[config.mk]
export PLATFORM = sky130hd
export DESIGN_NAME = inertial_sensor_intf_flat
export DESIGN_NICKNAME = d
export VERILOG_FILES = /design/src/rtl/inertial_sensor_intf_if.sv /design/src/rtl/inertial_sensor_intf.sv /design/src/flat_wrapper.sv
export SDC_FILE = /design/constraint.sdc
export NUM_CORES = 1
export LEC_CHECK = 0
export ABC_AREA = 1
export BUFFER_PORTS_ARGS = -buffer_cell sky130_fd_sc_hd__buf_4
export CAP_MARGIN = 20
export CORE_UTILIZATION = 40
export DETAILED_ROUTE_END_ITERATION = 8
export GPL_TIMING_DRIVEN = 0
export SYNTH_ARGS = -nofsm -noshare
export SYNTH_HDL_FRONTEND = slang
export SYNTH_SLANG_ARGS = --single-unit
[constraint.sdc]
create_clock -name clk -period 2.5 [get_ports clk]
set_input_delay 0.125 -clock clk [delete_from_list [all_inputs] [get_ports clk]]
set_output_delay 0.125 -clock clk [all_outputs]
set_load 0.005 [all_outputs]
[src/rtl/inertial_sensor_intf_if.sv]
// rtl/inertial_sensor_intf_if.sv - sensor-side SPI handshake and sample output bundle
// master: the interface block; slave: the SPI master / integrator / sensor side.
interface inertial_sensor_intf_if;
  logic        INT;
  logic        spi_wrt;
  logic [15:0] spi_cmd;
  logic        spi_done;
  logic [15:0] spi_resp;
  logic [15:0] ptch_rt;
  logic [15:0] AZ;
  logic        vld;

  modport master (
    input  INT,
    input  spi_done,
    input  spi_resp,
    output spi_wrt,
    output spi_cmd,
    output ptch_rt,
    output AZ,
    output vld
  );

  modport slave (
    output INT,
    output spi_done,
    output spi_resp,
    input  spi_wrt,
    input  spi_cmd,
    input  ptch_rt,
    input  AZ,
    input  vld
  );
endinterface

[src/rtl/inertial_sensor_intf.sv]
// rtl/inertial_sensor_intf.sv - inertial sensor bring-up and pitch-rate / Z-accel reader
// Powers up the sensor over SPI, then reads four bytes per data-ready interrupt.
module inertial_sensor_intf #(
  parameter int               TMR_W     = 16,
  parameter logic [TMR_W-1:0] INIT_WAIT = 16'hFFFF
) (
  input  logic                  clk,
  input  logic                  rst,
  inertial_sensor_intf_if.master sens_io
);

  typedef enum logic [3:0] {
    PWRUP,
    INIT1,
    INIT2,
    INIT3,
    INIT4,
    WAIT_INT,
    RD_PL,
    RD_PH,
    RD_AL,
    RD_AH
  } state_t;

  localparam logic [15:0] CMD_INIT1 = 16'h0D02;
  localparam logic [15:0] CMD_INIT2 = 16'h1053;
  localparam logic [15:0] CMD_INIT3 = 16'h1150;
  localparam logic [15:0] CMD_INIT4 = 16'h1460;

  localparam logic [7:0] RD_FLAG = 8'h80;
  localparam logic [7:0] ADDR_PL = 8'h22;
  localparam logic [7:0] ADDR_PH = 8'h23;
  localparam logic [7:0] ADDR_AL = 8'h2C;
  localparam logic [7:0] ADDR_AH = 8'h2D;

  state_t           state_q, state_d;
  logic [TMR_W-1:0] tmr_q, tmr_d;
  logic             int_ff1_q, int_ff2_q;
  logic [7:0]       pl_q, pl_d;
  logic [7:0]       ph_q, ph_d;
  logic [7:0]       al_q, al_d;
  logic [15:0]      ptch_rt_q, ptch_rt_d;
  logic [15:0]      az_q, az_d;
  logic             vld_q, vld_d;
  logic             spi_wrt_q, spi_wrt_d;
  logic [15:0]      spi_cmd_q, spi_cmd_d;
  logic             xact_done;
  logic [7:0]       resp_byte;
  logic             unused_resp_hi;

  function automatic logic [15:0] cmd_for(input state_t s);
    case (s)
      INIT1:   cmd_for = CMD_INIT1;
      INIT2:   cmd_for = CMD_INIT2;
      INIT3:   cmd_for = CMD_INIT3;
      INIT4:   cmd_for = CMD_INIT4;
      RD_PL:   cmd_for = {ADDR_PL | RD_FLAG, 8'h00};
      RD_PH:   cmd_for = {ADDR_PH | RD_FLAG, 8'h00};
      RD_AL:   cmd_for = {ADDR_AL | RD_FLAG, 8'h00};
      RD_AH:   cmd_for = {ADDR_AH | RD_FLAG, 8'h00};
      default: cmd_for = 16'h0000;
    endcase
  endfunction

  function automatic logic issues_cmd(input state_t s);
    issues_cmd = (s != PWRUP) && (s != WAIT_INT);
  endfunction

  // A done coincident with our own wrt cannot belong to the transaction just
  // launched, so it is dropped rather than advancing the FSM.
  assign xact_done      = sens_io.spi_done && !spi_wrt_q;
  assign resp_byte      = sens_io.spi_resp[7:0];
  assign unused_resp_hi = ^sens_io.spi_resp[15:8];

  always_ff @(posedge clk or posedge rst) begin
    if (rst) begin
      state_q   <= PWRUP;
      tmr_q     <= '0;
      int_ff1_q <= 1'b0;
      int_ff2_q <= 1'b0;
      pl_q      <= 8'h00;
      ph_q      <= 8'h00;
      al_q      <= 8'h00;
      ptch_rt_q <= 16'h0000;
      az_q      <= 16'h0000;
      vld_q     <= 1'b0;
      spi_wrt_q <= 1'b0;
      spi_cmd_q <= 16'h0000;
    end else begin
      state_q   <= state_d;
      tmr_q     <= tmr_d;
      int_ff1_q <= sens_io.INT;
      int_ff2_q <= int_ff1_q;
      pl_q      <= pl_d;
      ph_q      <= ph_d;
      al_q      <= al_d;
      ptch_rt_q <= ptch_rt_d;
      az_q      <= az_d;
      vld_q     <= vld_d;
      spi_wrt_q <= spi_wrt_d;
      spi_cmd_q <= spi_cmd_d;
    end
  end

  always_comb begin
    state_d   = state_q;
    tmr_d     = tmr_q;
    pl_d      = pl_q;
    ph_d      = ph_q;
    al_d      = al_q;
    ptch_rt_d = ptch_rt_q;
    az_d      = az_q;
    vld_d     = 1'b0;
    spi_wrt_d = 1'b0;
    spi_cmd_d = spi_cmd_q;

    case (state_q)
      PWRUP: begin
        if (tmr_q == INIT_WAIT) state_d = INIT1;
        else                    tmr_d   = tmr_q + 1'b1;
      end
      INIT1:    if (xact_done) state_d = INIT2;
      INIT2:    if (xact_done) state_d = INIT3;
      INIT3:    if (xact_done) state_d = INIT4;
      INIT4:    if (xact_done) state_d = WAIT_INT;
      WAIT_INT: if (int_ff2_q) state_d = RD_PL;
      RD_PL: begin
        if (xact_done) begin
          pl_d    = resp_byte;
          state_d = RD_PH;
        end
      end
      RD_PH: begin
        if (xact_done) begin
          ph_d    = resp_byte;
          state_d = RD_AL;
        end
      end
      RD_AL: begin
        if (xact_done) begin
          al_d    = resp_byte;
          state_d = RD_AH;
        end
      end
      RD_AH: begin
        // Both words update on this single edge so a consumer never sees a torn sample.
        if (xact_done) begin
          ptch_rt_d = {ph_q, pl_q};
          az_d      = {resp_byte, al_q};
          vld_d     = 1'b1;
          state_d   = WAIT_INT;
        end
      end
      default: state_d = PWRUP;
    endcase

    if ((state_d != state_q) && issues_cmd(state_d)) begin
      spi_wrt_d = 1'b1;
      spi_cmd_d = cmd_for(state_d);
    end
  end

  assign sens_io.spi_wrt = spi_wrt_q;
  assign sens_io.spi_cmd = spi_cmd_q;
  assign sens_io.ptch_rt = ptch_rt_q;
  assign sens_io.AZ      = az_q;
  assign sens_io.vld     = vld_q;

endmodule

[src/flat_wrapper.sv]
// flat-port wrapper written by rule: the top's interface ports become plain ports
module inertial_sensor_intf_flat 
#(
  parameter int               TMR_W     = 16,
  parameter logic [TMR_W-1:0] INIT_WAIT = 16'hFFFF
)
  (clk, rst, sens_io_INT, sens_io_spi_done, sens_io_spi_resp, sens_io_spi_wrt, sens_io_spi_cmd, sens_io_ptch_rt, sens_io_AZ, sens_io_vld);
  inertial_sensor_intf_if sens_io_i ();
  input  logic clk;
  input  logic rst;
  input wire logic [$bits(sens_io_i.INT)-1:0] sens_io_INT;
  input wire logic [$bits(sens_io_i.spi_done)-1:0] sens_io_spi_done;
  input wire logic [$bits(sens_io_i.spi_resp)-1:0] sens_io_spi_resp;
  output wire logic [$bits(sens_io_i.spi_wrt)-1:0] sens_io_spi_wrt;
  output wire logic [$bits(sens_io_i.spi_cmd)-1:0] sens_io_spi_cmd;
  output wire logic [$bits(sens_io_i.ptch_rt)-1:0] sens_io_ptch_rt;
  output wire logic [$bits(sens_io_i.AZ)-1:0] sens_io_AZ;
  output wire logic [$bits(sens_io_i.vld)-1:0] sens_io_vld;
  assign sens_io_i.INT = sens_io_INT;
  assign sens_io_i.spi_done = sens_io_spi_done;
  assign sens_io_i.spi_resp = sens_io_spi_resp;
  assign sens_io_spi_wrt = sens_io_i.spi_wrt;
  assign sens_io_spi_cmd = sens_io_i.spi_cmd;
  assign sens_io_ptch_rt = sens_io_i.ptch_rt;
  assign sens_io_AZ = sens_io_i.AZ;
  assign sens_io_vld = sens_io_i.vld;
  inertial_sensor_intf #(.TMR_W(TMR_W), .INIT_WAIT(INIT_WAIT)) u_core (.clk(clk), .rst(rst), .sens_io(sens_io_i));
endmodule
==> out/results.ini <==
[outcome]
status=complete, no violations

[clock_tree]
h-tree-depth=3
cts_buffers=9
cts-resized-gates=0
cts.path.max_buffers=2
cts_hold_buf=9
clk_latency_ps=360
cts-root-buf=clkbuf_8
cts_tree=built
cts_setup_buffers=0
clk_pin_slew_ps=90
clkSinkCount=90

[worst_setup_path]
arrival_ps=2540
crit_fanout=10
crit_start=u_core.tmr_q[0]$_DFFE_PP0P_
slowest_stage=dfrtp_1
path_class=reg2reg
reg2reg_from=u_core.tmr_q[0]$_DFFE_PP0P_
end_kind=flip-flop
cp_slowest_stage_delay_ps=410
start_kind=flip-flop
reg2reg_depth=16
crit_chain=ha_1 > inv_1 > nor2_1 > nand2_1 > nor2_1 > nand3_1 > nand3_2 > inv_1 > ha_1 > inv_1 > nand2_1 > nand3_2 > nand2_4 > buf_12 > nand2_2 > nand2_1
cp.required_ps=2760

[power]
leakagePower_nw=2.57
p_per_area_nw_per_um2=1000
fin_total_pwr_mw=4.96
peakVddDrop_v=0.000689

[sta]
timing.final.crit_share_pct=91.2
slew_viol_final=0
fin_hold_ws_ps=93.3
fin_skew_ps=10.8
rsz0062_at_grt=false
fmax_mhz=439
hold_violations=0
setup_viol_count_final=0
tns_ps=0
fin_crit_ps=2280

[flow_run]
drv_cap=0

[placement]
dpl.hpwl_um=5850
post_dp_cell_area_um2=4660
routabilityCongestion=0.804
io_buffers=57

[cells_and_area]
num_antenna_cells=0
area_delta_synth_final_pct=22.7
finalInstanceArea_um2=4940
drive_gt1_share_pct=23.5
final_common_cell=nand2_1
finalNetCount=553
fill_cells=981
final_cell_mix=nand2_1, dfrtp_1, buf_4

[route]
viasPerCell=4.60
drt_iter0_markers=109
drcViolationCount=0
num_vias=3061
firstDrtPassIters=4
wl_per_cell_um=12.3
final_antenna_net_count=0
wl_um=8160

[global_route]
grt_pass1_wl_um=13700
grt_antenna_before_repair=0
grt_max_degree=72
grt.total_usage_pct=17.1
grt_pass1_vias=2910
overflow=0

[yosys]
ys_types=29
synth_top_area_share_pct=55.9
syn_area_um2=4030
seq_area_frac_synth_pct=55.9
synth_cells=447
synth_top_area_cell=dfrtp_1
synth-seq-cells=90
yosys-top-cells-area=dfrtp_1, nand2_1, o21ai_0
avgSynthCellArea_um2=9.01
yosys_warnings=0

[die]
ios=70
rows=36
die_y_um=102
start_util_pct=41.2
core_um2=9770
dieArea_um2=10500
die_w_um=102

[hold_path]
min_from=sens_io_spi_resp[7]
whs_path_depth=3
worst_hold_path_type=in2reg

[per-stage QoR]
stage          worst slack (ps)  util (%)  instances
5_1_grt                    5.41      50.6        665
2_1_floorplan              39.7         -        450
6_report                    220      50.6        665
3_5_place_dp                217      47.7        641
3_3_place_gp              -1070      47.4        640
4_1_cts                     198      50.6        665
[report_power, final]
part,internal [mW],switching [mW]
Clock,0.460,0.522
Combinational,0.788,1.05
Sequential,1.87,0.266
[layer usage]
metal	up-vias	wire [µm]	GRT usage (%)	part of all wire, %
met3	16	284	3.01	3.5
met5	-	0	0	0
met1	1429	3840	22.4	47
met2	64	3860	27.8	47
li1	1552	-	-	-
met4	0	167	7.91	2.0
[kinds of logic after synthesis]
family,after synthesis,share of synthesized area (%)
compound gates,58,8.17
xor+xnor,15,3.26
fa+ha+maj,5,1.55
buf+inv,65,7.21
flops,90,55.9
other cells,1,0.0931
simple gates,213,23.8
[path summary, 6_finish.rpt]
path                                                                to  slack [ps]
worst max-delay path            u_core.sens_io.spi_cmd[12]$_DFFE_PP0P_         220
max in group asynchronous                   u_core.ph_q[7]$_DFFE_PP0P_        1600
worst max register to register  u_core.sens_io.spi_cmd[12]$_DFFE_PP0P_         220
worst min-delay path                        u_core.al_q[7]$_DFFE_PP0P_          90
min in group asynchronous        u_core.sens_io.spi_cmd[1]$_DFFE_PP0P_         260
worst min register to register              u_core.int_ff2_q$_DFF_PP0_         360
[registers in the layout (all words and copies together) (netlist names)]
| name | flops |
|---|---|
| u_core.sens_io.AZ | 16 |
| u_core.sens_io.ptch_rt | 16 |
| u_core.tmr_q | 16 |
| u_core.sens_io.spi_cmd | 10 |
| u_core.al_q | 8 |
| u_core.ph_q | 8 |
| u_core.pl_q | 8 |
| u_core.state_q | 4 |
| u_core.int_ff1_q | 1 |
| u_core.int_ff2_q | 1 |
| u_core.sens_io.spi_wrt | 1 |
| u_core.sens_io.vld | 1 |
[area by class of cell]
class | instances | area (µm²) | area share [%]
flip-flops and latches | 90 | 2250 | 45.6
well taps | 133 | 166 | 3.37
repair buffers | 67 | 546 | 11.0
clock inverters | 6 | 65.1 | 1.32
multi-input cells | 295 | 1500 | 30.3
plain buffers | 17 | 110 | 2.23
inverters | 48 | 183 | 3.70
clock buffers | 9 | 124 | 2.51
[cells in the mapped netlist, drive strengths merged]
| cell type | instances |
|---|---|
| nand2 | 160 |
| a21oi | 2 |
| nand4 | 7 |
| ha | 5 |
| o21ai | 55 |
| inv | 48 |
| nand3 | 13 |
| a31oi | 1 |
| nor3 | 6 |
| clkbuf | 4 |
| xor2 | 10 |
| xnor2 | 5 |
| conb | 1 |
| nor2 | 26 |
| dfrtp | 90 |
| nand3b | 1 |
| buf | 13 |
[worst max-delay path, delay by kind of cell (launching register included)]
family,cells,cell delay (ps)
and+or+nand+nor,10,1020
adders and majority gates,2,410
DFF,1,410
buffers and inverters,4,340
Note: power is estimated with default switching activity, not from simulation.
